`config.mk`:
```
export PLATFORM = sky130hd
export DESIGN_NAME = nibble_packer
export DESIGN_NICKNAME = d
export VERILOG_FILES = /design/src/rtl/nibble_packer.sv
export SDC_FILE = /design/constraint.sdc
export NUM_CORES = 1
export LEC_CHECK = 0
export ABC_AREA = 1
export ABC_CLOCK_PERIOD_IN_PS = 3030
export CORE_UTILIZATION = 45
export CTS_CLUSTER_SIZE = 16
export DETAILED_ROUTE_END_ITERATION = 6
export PLACE_DENSITY_LB_ADDON = 0.1
export SLEW_MARGIN = 30
export SYNTH_ARGS = -nofsm -noshare
export SYNTH_HDL_FRONTEND = slang
export SYNTH_SLANG_ARGS = --single-unit
export TNS_END_PERCENT = 10
```
`constraint.sdc`:
```
create_clock -name CLK -period 3.03 [get_ports CLK]
set_input_delay 0.606 -clock CLK [delete_from_list [all_inputs] [get_ports CLK]]
set_output_delay 0.606 -clock CLK [all_outputs]
set_load 0.005 [all_outputs]
```
`src/rtl/nibble_packer.sv`:
```
// nibble_packer
//   Packs qualified 4-bit samples into NIBBLES-nibble words, first nibble in
//   the LSBs. Completed or flushed words are queued in a first-word-fall-
//   through FIFO and delivered over a valid/ready handshake.
//
// Ports
//   CLK       in   clock, all state changes on the rising edge
//   RST       in   synchronous active-high reset
//   IB_VALID  in   IV_DATA carries a sample this cycle
//   IV_DATA   in   4-bit sample
//   IB_FLUSH  in   push the current partial word, zero-padded
//   IB_READY  in   downstream takes OV_WORD this cycle
//   OB_VALID  out  FIFO non-empty
//   OV_WORD   out  FIFO head word, zero while OB_VALID is low
//   OB_OVF    out  sticky: a completed word was dropped on a full FIFO
//   OV_LEVEL  out  FIFO occupancy, 0..DEPTH
module nibble_packer #(
  parameter int DEPTH   = 4,
  parameter int NIBBLES = 4
) (
  input  logic                       CLK,
  input  logic                       RST,
  input  logic                       IB_VALID,
  input  logic [3:0]                 IV_DATA,
  input  logic                       IB_FLUSH,
  input  logic                       IB_READY,
  output logic                       OB_VALID,
  output logic [4*NIBBLES-1:0]       OV_WORD,
  output logic                       OB_OVF,
  output logic [$clog2(DEPTH+1)-1:0] OV_LEVEL
);

  localparam int WW = 4 * NIBBLES;
  localparam int CW = $clog2(NIBBLES);
  localparam int PW = $clog2(DEPTH);
  localparam int LW = $clog2(DEPTH + 1);

  localparam logic [CW-1:0] LAST_COUNT = CW'(NIBBLES - 1);
  localparam logic [LW-1:0] FULL_LEVEL = LW'(DEPTH);

  // ---------------------------------------------------------------------
  // Packing stage
  // ---------------------------------------------------------------------
  logic [WW-1:0] partial_reg, partial_next;
  logic [CW-1:0] count_reg, count_next;
  logic [WW-1:0] word_assembled;
  logic          last_nibble;
  logic          has_data;
  logic          push;

  // The partial register is kept zero above the current count, so the word
  // including this cycle's nibble (if any) is already zero-padded and serves
  // both the natural completion and the flush case.
  generate
    for (genvar gi = 0; gi < NIBBLES; gi++) begin : g_lane
      assign word_assembled[4*gi +: 4] =
        (IB_VALID && count_reg == CW'(gi)) ? IV_DATA : partial_reg[4*gi +: 4];
    end
  endgenerate

  assign last_nibble = IB_VALID && (count_reg == LAST_COUNT);
  assign has_data    = IB_VALID || (count_reg != '0);
  // A flush on the completing nibble folds into the same single push.
  assign push        = last_nibble || (IB_FLUSH && has_data);

  always_comb begin
    partial_next = partial_reg;
    count_next   = count_reg;
    if (push) begin
      partial_next = '0;
      count_next   = '0;
    end else if (IB_VALID) begin
      partial_next = word_assembled;
      count_next   = count_reg + CW'(1);
    end
  end

  // ---------------------------------------------------------------------
  // FIFO
  // ---------------------------------------------------------------------
  logic [WW-1:0] mem [DEPTH];
  logic [PW-1:0] wr_ptr_reg, rd_ptr_reg;
  logic [LW-1:0] level_reg, level_next;
  logic          ovf_reg;
  logic          empty;
  logic          full;
  logic          pop;
  logic          push_ok;

  assign empty   = (level_reg == '0);
  assign full    = (level_reg == FULL_LEVEL);
  assign pop     = !empty && IB_READY;
  // When full, the slot being popped this edge is the one written, so a
  // simultaneous pop makes room.
  assign push_ok = push && (!full || pop);

  always_comb begin
    level_next = level_reg;
    case ({push_ok, pop})
      2'b10:   level_next = level_reg + LW'(1);
      2'b01:   level_next = level_reg - LW'(1);
      default: level_next = level_reg;
    endcase
  end

  always_ff @(posedge CLK) begin
    if (RST) begin
      partial_reg <= '0;
      count_reg   <= '0;
      wr_ptr_reg  <= '0;
      rd_ptr_reg  <= '0;
      level_reg   <= '0;
      ovf_reg     <= 1'b0;
    end else begin
      partial_reg <= partial_next;
      count_reg   <= count_next;
      level_reg   <= level_next;
      if (push_ok) wr_ptr_reg <= wr_ptr_reg + PW'(1);
      if (pop)     rd_ptr_reg <= rd_ptr_reg + PW'(1);
      if (push && !push_ok) ovf_reg <= 1'b1;
    end
  end

  // Storage needs no reset: the head is masked while the FIFO is empty.
  always_ff @(posedge CLK) begin
    if (!RST && push_ok) mem[wr_ptr_reg] <= word_assembled;
  end

  assign OB_VALID = !empty;
  assign OV_WORD  = empty ? '0 : mem[rd_ptr_reg];
  assign OB_OVF   = ovf_reg;
  assign OV_LEVEL = level_reg;

endmodule
```
---- Yosys cells after proc, flatten, opt, wreduce, memory -nomap -nowiden ----
Memory sizes are Yosys's and may differ from the RTL's. A register that Yosys moved wholly into a read port is not among the register bits.
Index checks and enable logic that the tools add are counted.
cells by class
  add/sub/neg operators ................... 5
  equality and inequality tests ........... 6
  muxes and demuxes ....................... 10
  reduce and logical (&&, ||, !) cells .... 21
operators with widths
  kind                                                                   count
  16-bit 2-to-1 mux                                                      1
  4-bit 2-to-1 mux                                                       4
  1-bit logical AND                                                      9
  2-bit by 1-bit adder with 2-bit output, second input constant          3
  2-bit equality test, second input constant                             3
  3-bit case mux with 2 select lines                                     1
  2-bit by 1-bit equality test with 1-bit output, second input constant  2
  1-bit zero test                                                        4
  2-bit 2-to-1 mux                                                       2
  2-bit nonzero test                                                     2
  3-bit by 1-bit adder with 3-bit output, second input constant          1
  3-bit equality test, second input constant                             1
  3-bit zero test                                                        1
  1-bit logical OR                                                       3
  3-bit by 1-bit subtractor with 3-bit output, second input constant     1
  2-bit zero test                                                        1
  1-bit 2-to-1 mux                                                       2
  2-bit OR reduction                                                     1
storage, ports and cells
  register bits ........................... 26
  bits in writable memories ............... 64
  bits of input ports ..................... 9
  output and inout bits ................... 21
  word-level logic and storage cells ...... 49
  memories kept ........................... 1
memories
  memory  words  bits a word  read ports  clocked after Yosys merged registers in  wr ports  line  source
  mem     4      16           1           1                                        1         81    logic [WW-1:0] mem [DEPTH];

---- Depth between registers and ports, before layout ----
Gate-level depths: netlist of the first run.
  word-level depth ........................ 8
  gate-level depth with buffers ........... 12
  mapped depth without buffers ............ 12

---- Worst setup path after synthesis of the first run ----
OpenSTA, ideal clock, no wires.
  path kind ............................... in2reg
  start ................................... in IB_VALID
  end ..................................... mem mem[0][0] (netlist name) (enable)
  setup time .............................. 389 ps
  data arrival time ....................... 1853 ps
  data required time ...................... 2641 ps
  setup slack ............................. 789 ps
  stages on the path ...................... 7
  path buffers ............................ 1
  path through ............................ buf_6 -> nand2_4 -> nand2_2 -> nand2_4 -> nor2_4 -> nand2_1 -> nor2_1
between the ends
  longest elaborated chain between the ends .. 7
  elaborated cells between the ends (all ways) .. 8
  classes of those cells .................. 2 x mux; 6 x reduce/logical
RTL lines
  what                                        line  source
  start: declaration                          23    input logic IB_VALID,
  1-bit logical OR                            62    assign has_data = IB_VALID || (count_reg != '0);
  1-bit logical AND                           64    assign push = last_nibble || (IB_FLUSH && has_data);
  1-bit logical OR (*)                        64
  1-bit logical AND (*)                       95    assign push_ok = push && (!full || pop);
  1-bit logical AND (*)                       126   if (!RST && push_ok) mem[wr_ptr_reg] <= word_assembled;
  1-bit 2-to-1 mux (*)                        126
  1-bit 2-to-1 mux (not written as such) (*)  126
  end: declaration                            81
Mark *: on every way between the ends. The rest lies on a longest branch, timed or not.

==> impl.org, run 1 <==
** Status
- Run status :: finished clean

** Worst setup path
- Critical path data required time :: 2420 ps
- Start-to-end type of the worst setup path :: register to output pin
- For flop-to-flop paths, the worst setup slack is 1090 ps.
- For this run, the slowest stage of the critical path takes between 600 and 700 ps.
- Measured in cells, the most critical reg-to-reg path has a length of 11.
- Traced cell by cell, the critical path runs through buf_12, nor2_1, nor2_1, o21ai_0, a21oi_1, clkdlybuf4s50_1.
- Counting buffers and inverters, the worst setup path is 6 cells deep.
- Crit-path most repeated cell :: nor2_1
- Endpoint class of the critical path :: output pin
- Capturing point of the worst reg2reg path :: OV_LEVEL[2]
- The cell family contributing the most delay on the critical path is buffers and inverters.
- Counting both buffers and inverters, the worst setup path holds a total of 2.
- The startpoint identified for the worst register-to-register timing path is count_reg[0].
- Data arrival at the endpoint of the critical path :: 2170 ps
- CP max stage cell :: dfxtp_1
- Startpoint type of the worst setup path :: register
- In this run the worst path has a maximum fanout of 17.

** Clock network
- After clock tree synthesis, the clock-pin slew on the worst setup and hold paths is 90 ps.
- The H-tree generated during clock tree synthesis spans 3 levels.
- The root buffer cell chosen for the clock tree is clkbuf_8.
- TritonCTS created 9 clock buffers.
- Clock network latency to the later pin of the worst-skew pair :: 350 ps
- CTS tree :: yes
- Number of hold buffers added after cts :: 0
- Once the clock tree was built, the resizer swapped 0 gates to a different size.
- Clk sink count :: between 90 and 100
- Counting along the longest clock path gives a buffer depth of 2.
- The number of setup buffers added after CTS is 0.

** Power
- Across the VDD grid, the largest voltage drop is 0.270 mV.
- Dividing total power by cell area gives a power density of 663 nW/um^2.
- The design draws ~3.0 mW.
- For this design the static power due to leakage is 1.84 nW.

** Layout
- Area growth syn-to-layout :: 16.1%
- The library cell used most frequently in the layout, excluding fill and tap cells, is nor2_1.
- Largest register FFs :: 64
- Share of final-layout standard cells stronger than drive strength 1 :: around 8.2%
- In the layout the commonest cells are nor2_1, edfxtp_1, inv_1, o21ai_0, nand2_1.
- The number of antenna diodes in the final layout is 0.
- Number of nets in the layout :: 439

** Global route
- Wire length of the first global-routing pass :: 12,000 um
- Entering global routing, the biggest net connects 20 pins.
- Number of antenna violations at the first check in global routing :: 0
- The via count of the first global-routing pass came to 2,441.
- Total overflow reported by the global router :: 0
- Global routing consumed, over all layers together, 18.2% of the routing resources.

** STA
- Relative slew slack :: 59.4%
- At the pin with the least slew margin, the transition time is 609 ps.
- Worst hold slack across all endpoints :: between 400 and 500 ps
- Crit path time final :: 2770 ps
- Final Cycle Share :: 91.5%
- For this run, the top clock speed supported by timing is between 0.3 and 0.4 GHz.
- Setup violations remaining at the end of the flow were counted as 0.
- Final hold viol count :: 0
- Sum of negative setup slack :: 0 ps
- RSZ-0062 raised after global routing :: false
- The clock arrives with 12.4 ps of skew.
- The number of max-slew violations in the final report came to 0.

** Synth
- Post-synthesis adder-cell area fraction :: under 10%
- The cell area that synthesis handed to floorplanning was 3840 um^2.
- Count of different cell masters after synthesis :: 22
- Summing the areas of all and, or, nand and nor instances in the mapped netlist gives between 10% and 20% of the synthesized area.
- After synthesis, the largest family of logic cells by area is simple AND/OR/NAND/NOR gates.
- Warnings from Yosys :: 0
- Share of synthesized area spent on multiplexers :: 0%
- When the netlist entered floorplanning its net count stood at just over 400.
- Counting every instance in the synthesized netlist gives 385.
- The synthesized design contains 92 register bits.
- Xor/xnor share of the synthesized area :: 0%
- A synthesized cell averages 9.98 um^2.
- The synthesized netlist devotes around 10% of its cell area to compound gates.
- Of the synthesized area, sequential elements account for 64.6%.

** Min path
- For hold timing, the worst endpoint is OB_OVF.
- In this run the most critical hold path is launched from OB_OVF.
- The worst hold path was traced through 2 stages.
- Worst min path class :: register to register

** Routing
- Summed over all nets, wire length on met3 after detailed routing comes to 218 um.
- The final layout contains routed wiring with a total length of 7260 um.
- In the routed layout, each cell is associated on average with a via count of 4.80.
- DRT met1 WL :: 3500 um
- After the first detailed-routing iteration, the DRC count stood at 100.
- In this run the top signal layer used is met4.
- Wire segments on met2 add up to 3480 um in the final route.
- The count of nets left with antenna violations once routing finished came out at 0.
- The first detailed-routing pass ran for 4 iterations.
- # DRC :: 0
- Post-DR wirelength/cell :: 13.7 um
- For this block, the via count after detailed routing is 2,550.

** Placement
- Number of I/O port buffers :: 29
- Hpwl dp :: 4860 um
- GPL Wtd Cong :: 0.791

** Die
- In this run the horizontal extent of the chip is 94.4 um.
- After floorplanning, the core was divided into 33 placement rows.
- Vertical die dimension :: 94.4 um
- Starting utilization of the core area :: 46.5%
- Number of top-level pins :: 30
- The die covers 8920 um^2.
- Core region area :: a little over 8000 um^2

** Job
- Maximum capacitance violations :: 0
## tightest hold or removal path, cell delays in order (launching register included)
cell and delay (ps):
dfxtp_1 330, a21oi_1 40, nor2_1 70
## per-stage QoR
step	setup slack, ps	instances	utilization (%)	instance area [um^2]
floorplan	789	385	-	3840
global placement	470	515	51.7	4270
detailed placement	396	515	51.7	4270
CTS	229	531	54.1	4460
global route	59.4	531	54.1	4460
finish	257	531	54.1	4460
## per-layer routing
metal | up-vias | GRT usage, %
met5 | - | 0
met4 | 0 | 7.95
met3 | 4 | 2.66
met2 | 44 | 29.4
met1 | 1185 | 24.5
li1 | 1317 | -
## cell families after synthesis
kind of cell | after synthesis
and+or+nand+nor | 137
DFF | 92
AOI/OAI and AO/OA | 78
buffers and inverters | 69
adders and majority gates | 9
## worst max-delay path by stage
stage	from	to	slack, ps
floorplan	IB_VALID	mem[0][0]	790
global placement	IB_VALID	OV_LEVEL[2]	470
detailed placement	IB_VALID	OV_LEVEL[2]	400
CTS	register	OV_WORD[14]	230
global route	register	OV_WORD[14]	60
finish	register	OV_WORD[14]	260
## where the power goes
| part | internal, mW | total, mW | switching, mW | leakage (nW) |
|---|---|---|---|---|
| combinational | 0.337 | 0.713 | 0.376 | 0.913 |
| sequential | 1.40 | 1.44 | 0.0456 | 0.829 |
| clock | 0.375 | 0.803 | 0.429 | 0.0947 |
| total | 2.11 | 2.96 | 0.850 | 1.84 |
## final cells by class
cell class / instances / area, um^2
fill: 757 / 3790
sequential: 92 / 2480
multi-input combinational: 224 / 1070
timing repair buffer: 38 / 370
inverter: 56 / 210
clock buffer: 12 / 166
tap: 105 / 131
clock inverter: 4 / 30.0
## Yosys cell counts
library cell,instances,share of area [%]
ha_1,8,2.6
nor2_2,1,0.16
fa_1,1,0.52
nor3_1,1,0.13
buf_2,6,0.78
nand3_1,2,0.26
inv_2,2,0.20
clkbuf_1,2,0.20
buf_4,1,0.20
nand2_4,2,0.59
o21ai_0,54,7.0
nand2_1,31,3.0
dfxtp_1,28,15
a21oi_1,24,3.1
clkbuf_2,2,0.26
buf_6,2,0.59
edfxtp_1,64,50
nor2_4,1,0.29
nor2_1,94,9.2
nand2_2,3,0.49
inv_1,54,5.3
nand3_2,2,0.52
Power figures use the tool's default switching activity.
==> run 2, diff against run 1 <==
PLACE_DENSITY = 0.67   (was unset)
PLACE_DENSITY_LB_ADDON = unset   (was 0.1)
SLEW_MARGIN = 0   (was 30)
==> impl.org, run 2 (synthesis gave the netlist of run 1 again) <==
** Routing
- Number of detailed-routing iterations run before antenna repair :: 4
- Total wirelength of the detailed-routed design :: 6910 um
- The routed layout has about 2,500 vias.
- # DRC :: 0
- For this block, the initial DRC count from the detailed router was 138.
- Post-DR wirelength/cell :: 13.1 um
- Final antenna-violating net count :: 0
- Routed vias/inst :: 4.75

** Power
- Net switching share of the total power :: around 29%
- Leakage power total :: 1.81 nW
- Worst IR Drop VDD :: around 0.27 mV
- Power density over the cells :: 645 nW/um^2
- Part of the total power dissipated in combinational logic :: 24.4%
- The internal portion of the total power is 2.02 mW.
- In this run, flip-flops and latches consume 50.4% of the power.
- The analysis attributes to net switching a power of 0.823 mW.
- Portion of total power attributed to the clock network :: 25.2%

** Die
- Once the floorplan was initialized, standard cells occupied 46.5% of the core.
- Core region area :: around 8300 um^2
- Number of top-level pins :: 30
- Standard-cell row count :: 33
- Vertical die dimension :: 94.4 um
- The die covers 8920 um^2.
- DIE WIDTH :: 94.4 um

** Layout
- Area of combinational cells with multiple inputs :: approximately 1100 um^2
- Largest register FFs :: 64
- The sequential cells in the finished layout cover a total of approximately 2500 um^2.
- The number of antenna diodes in the final layout is 0.
- Post-route core utilization :: 53.4%
- The area growth from synthesis to layout is 14.6%.
- Number of nets in the layout :: roughly 440
- The filler cells instantiated in the layout total between 700 and 800.
- Count of placed standard cells in the final layout, fillers left out :: 529
- Top library cells by usage in the layout, fill and taps aside :: nor2_1, edfxtp_1, inv_1, o21ai_0, nand2_1
- Commonest non-fill, non-tap cell in the layout :: nor2_1
- Share of final-layout standard cells stronger than drive strength 1 :: 7.31%

** Clock network
- CTS placed an instance of clkbuf_8 at the clock tree root.
- In this run the post-CTS setup repair buffer count came out at 0.
- The H-tree was split into 3 levels.
- The clock passes through at most 2 buffers.
- The clock reaches the later pin of the worst-skew pair after 360 ps.
- Clk sink count :: 92
- Hold repair after CTS inserted 0 buffers.
- Once the clock tree was built, the resizer swapped 0 gates to a different size.
- TritonCTS created 9 clock buffers.
- CTS tree :: yes
- Clock-pin slew was measured on the worst setup and hold paths at 90 ps.

** Worst setup path
- CP cell instances :: nor2_2, nand2_1, inv_1, a21oi_1, clkdlybuf4s50_1
- CP max stage cell :: clkdlybuf4s50_1
- Critical path data required time :: around 2400 ps
- Worst-path maximum fanout :: 16
- Start-to-end type of the worst setup path :: register to output pin
- Startpoint type of the worst setup path :: register
- Endpoint class of the critical path :: output pin
- Grouping stages by cell kind, the critical path spends the most delay in buffers and inverters.
- For this run, the slowest stage of the critical path takes around 530 ps.
- Together, buffers and inverters on the worst path number 2.
- Data arrival at the endpoint of the critical path :: 2090 ps

** Global route
- Via count of the first global-routing pass :: ~2,400
- The total overflow left after global routing is 0.
- Wire length of the first global-routing pass :: 11,700 um
- Number of antenna violations at the first check in global routing :: 0
- Pin count of the biggest net entering global routing :: 33
- Global routing used 18.1% of the available tracks across all layers.

** STA
- For the final database, setup skew stands at 17.2 ps.
- Adding up every negative setup slack in the final design gives 0 ps.
- Transition time at the pin with the least slew margin :: 571 ps
- The worst path uses between 80% and 90% of the clock period.
- Across all setup checks in the final design, the least slack found is between 300 and 400 ps.
- RSZ-0062 raised after global routing :: false
- Endpoints failing setup :: 0
- Crit path time final :: 2700 ps
- Final hold viol count :: 0
- Static timing analysis puts the maximum clock frequency at 0.370 GHz.
- Relative slew slack :: between 60% and 70%
- The number of max-slew violations in the final report came to 0.

** Placement
- Detailed placement ended at an HPWL of 4690 um.
- Placement Setup Slack :: 397 ps
- Number of I/O port buffers :: 29
- DP Cell Count :: approximately 510
- At the end of routability-driven placement, the weighted congestion stood at 0.863.

** Job
- Max-cap violations in this run came to 0.

** Status
- The run finished with clean final reports.

** Min path
- Worst min path class :: register to register
run 2: changes by cell type in the layout (fill, tap and decap cells not counted), sizes merged:
cell / change
inv: +1
clkbuf: -2
clkinv: +3
clkinvlp: -2
buf: -2
run 2: power by group through the flow:
stage / Clock (mW) / Sequential [mW] / Combinational (mW)
after global routing: 0.783 / 1.44 / 0.798
after detailed placement: 0 / 1.46 / 0.705
after global placement: 0 / 1.46 / 0.692
after floorplan: 0 / 1.45 / 0.388
final: 0.715 / 1.43 / 0.693
after CTS: 0.737 / 1.43 / 0.708
run 2: worst paths after layout:
check | startpoint | endpoint | slack (ps) | cells past startpoint
hold reg to reg | rd_ptr_reg[1] | register | 480 | 2
setup reg to reg | count_reg[0] | OV_LEVEL[2] | 1070 | 11
setup / recovery | OV_LEVEL[0] | OV_WORD[14] | 330 | 5
hold / removal | rd_ptr_reg[1] | register | 480 | 2
run 2: stage by stage:
stage	area [um^2]	hold slack (ps)	total power [mW]
after floorplan	3840	436	1.84
after global placement	4240	453	2.15
after detailed placement	4240	461	2.17
after CTS	4410	480	2.88
after global routing	4410	508	3.02
final	4410	477	2.84
run 2: worst min-delay path: stages (launching register included):
cell and delay [ps]:
dfxtp_1 310, inv_1 60, a21oi_1 70
run 2: layout make-up:
| cell class | instances | share of cell area, % |
|---|---|---|
| Timing Repair Buffer | 36 | 7.78 |
| Multi-Input combinational cell | 224 | 24.4 |
| Clock buffer | 10 | 2.90 |
| Inverter | 56 | 4.77 |
| Tap cell | 105 | 2.98 |
| Sequential cell | 92 | 56.3 |
| Clock inverter | 6 | 0.880 |
run 2: routing by layer:
layer  track usage (%)  part of all wire, %
met5                 0                    0
met2              29.2                   48
met4              6.92                  1.6
met1              23.1                   47
met3              5.07                  3.2
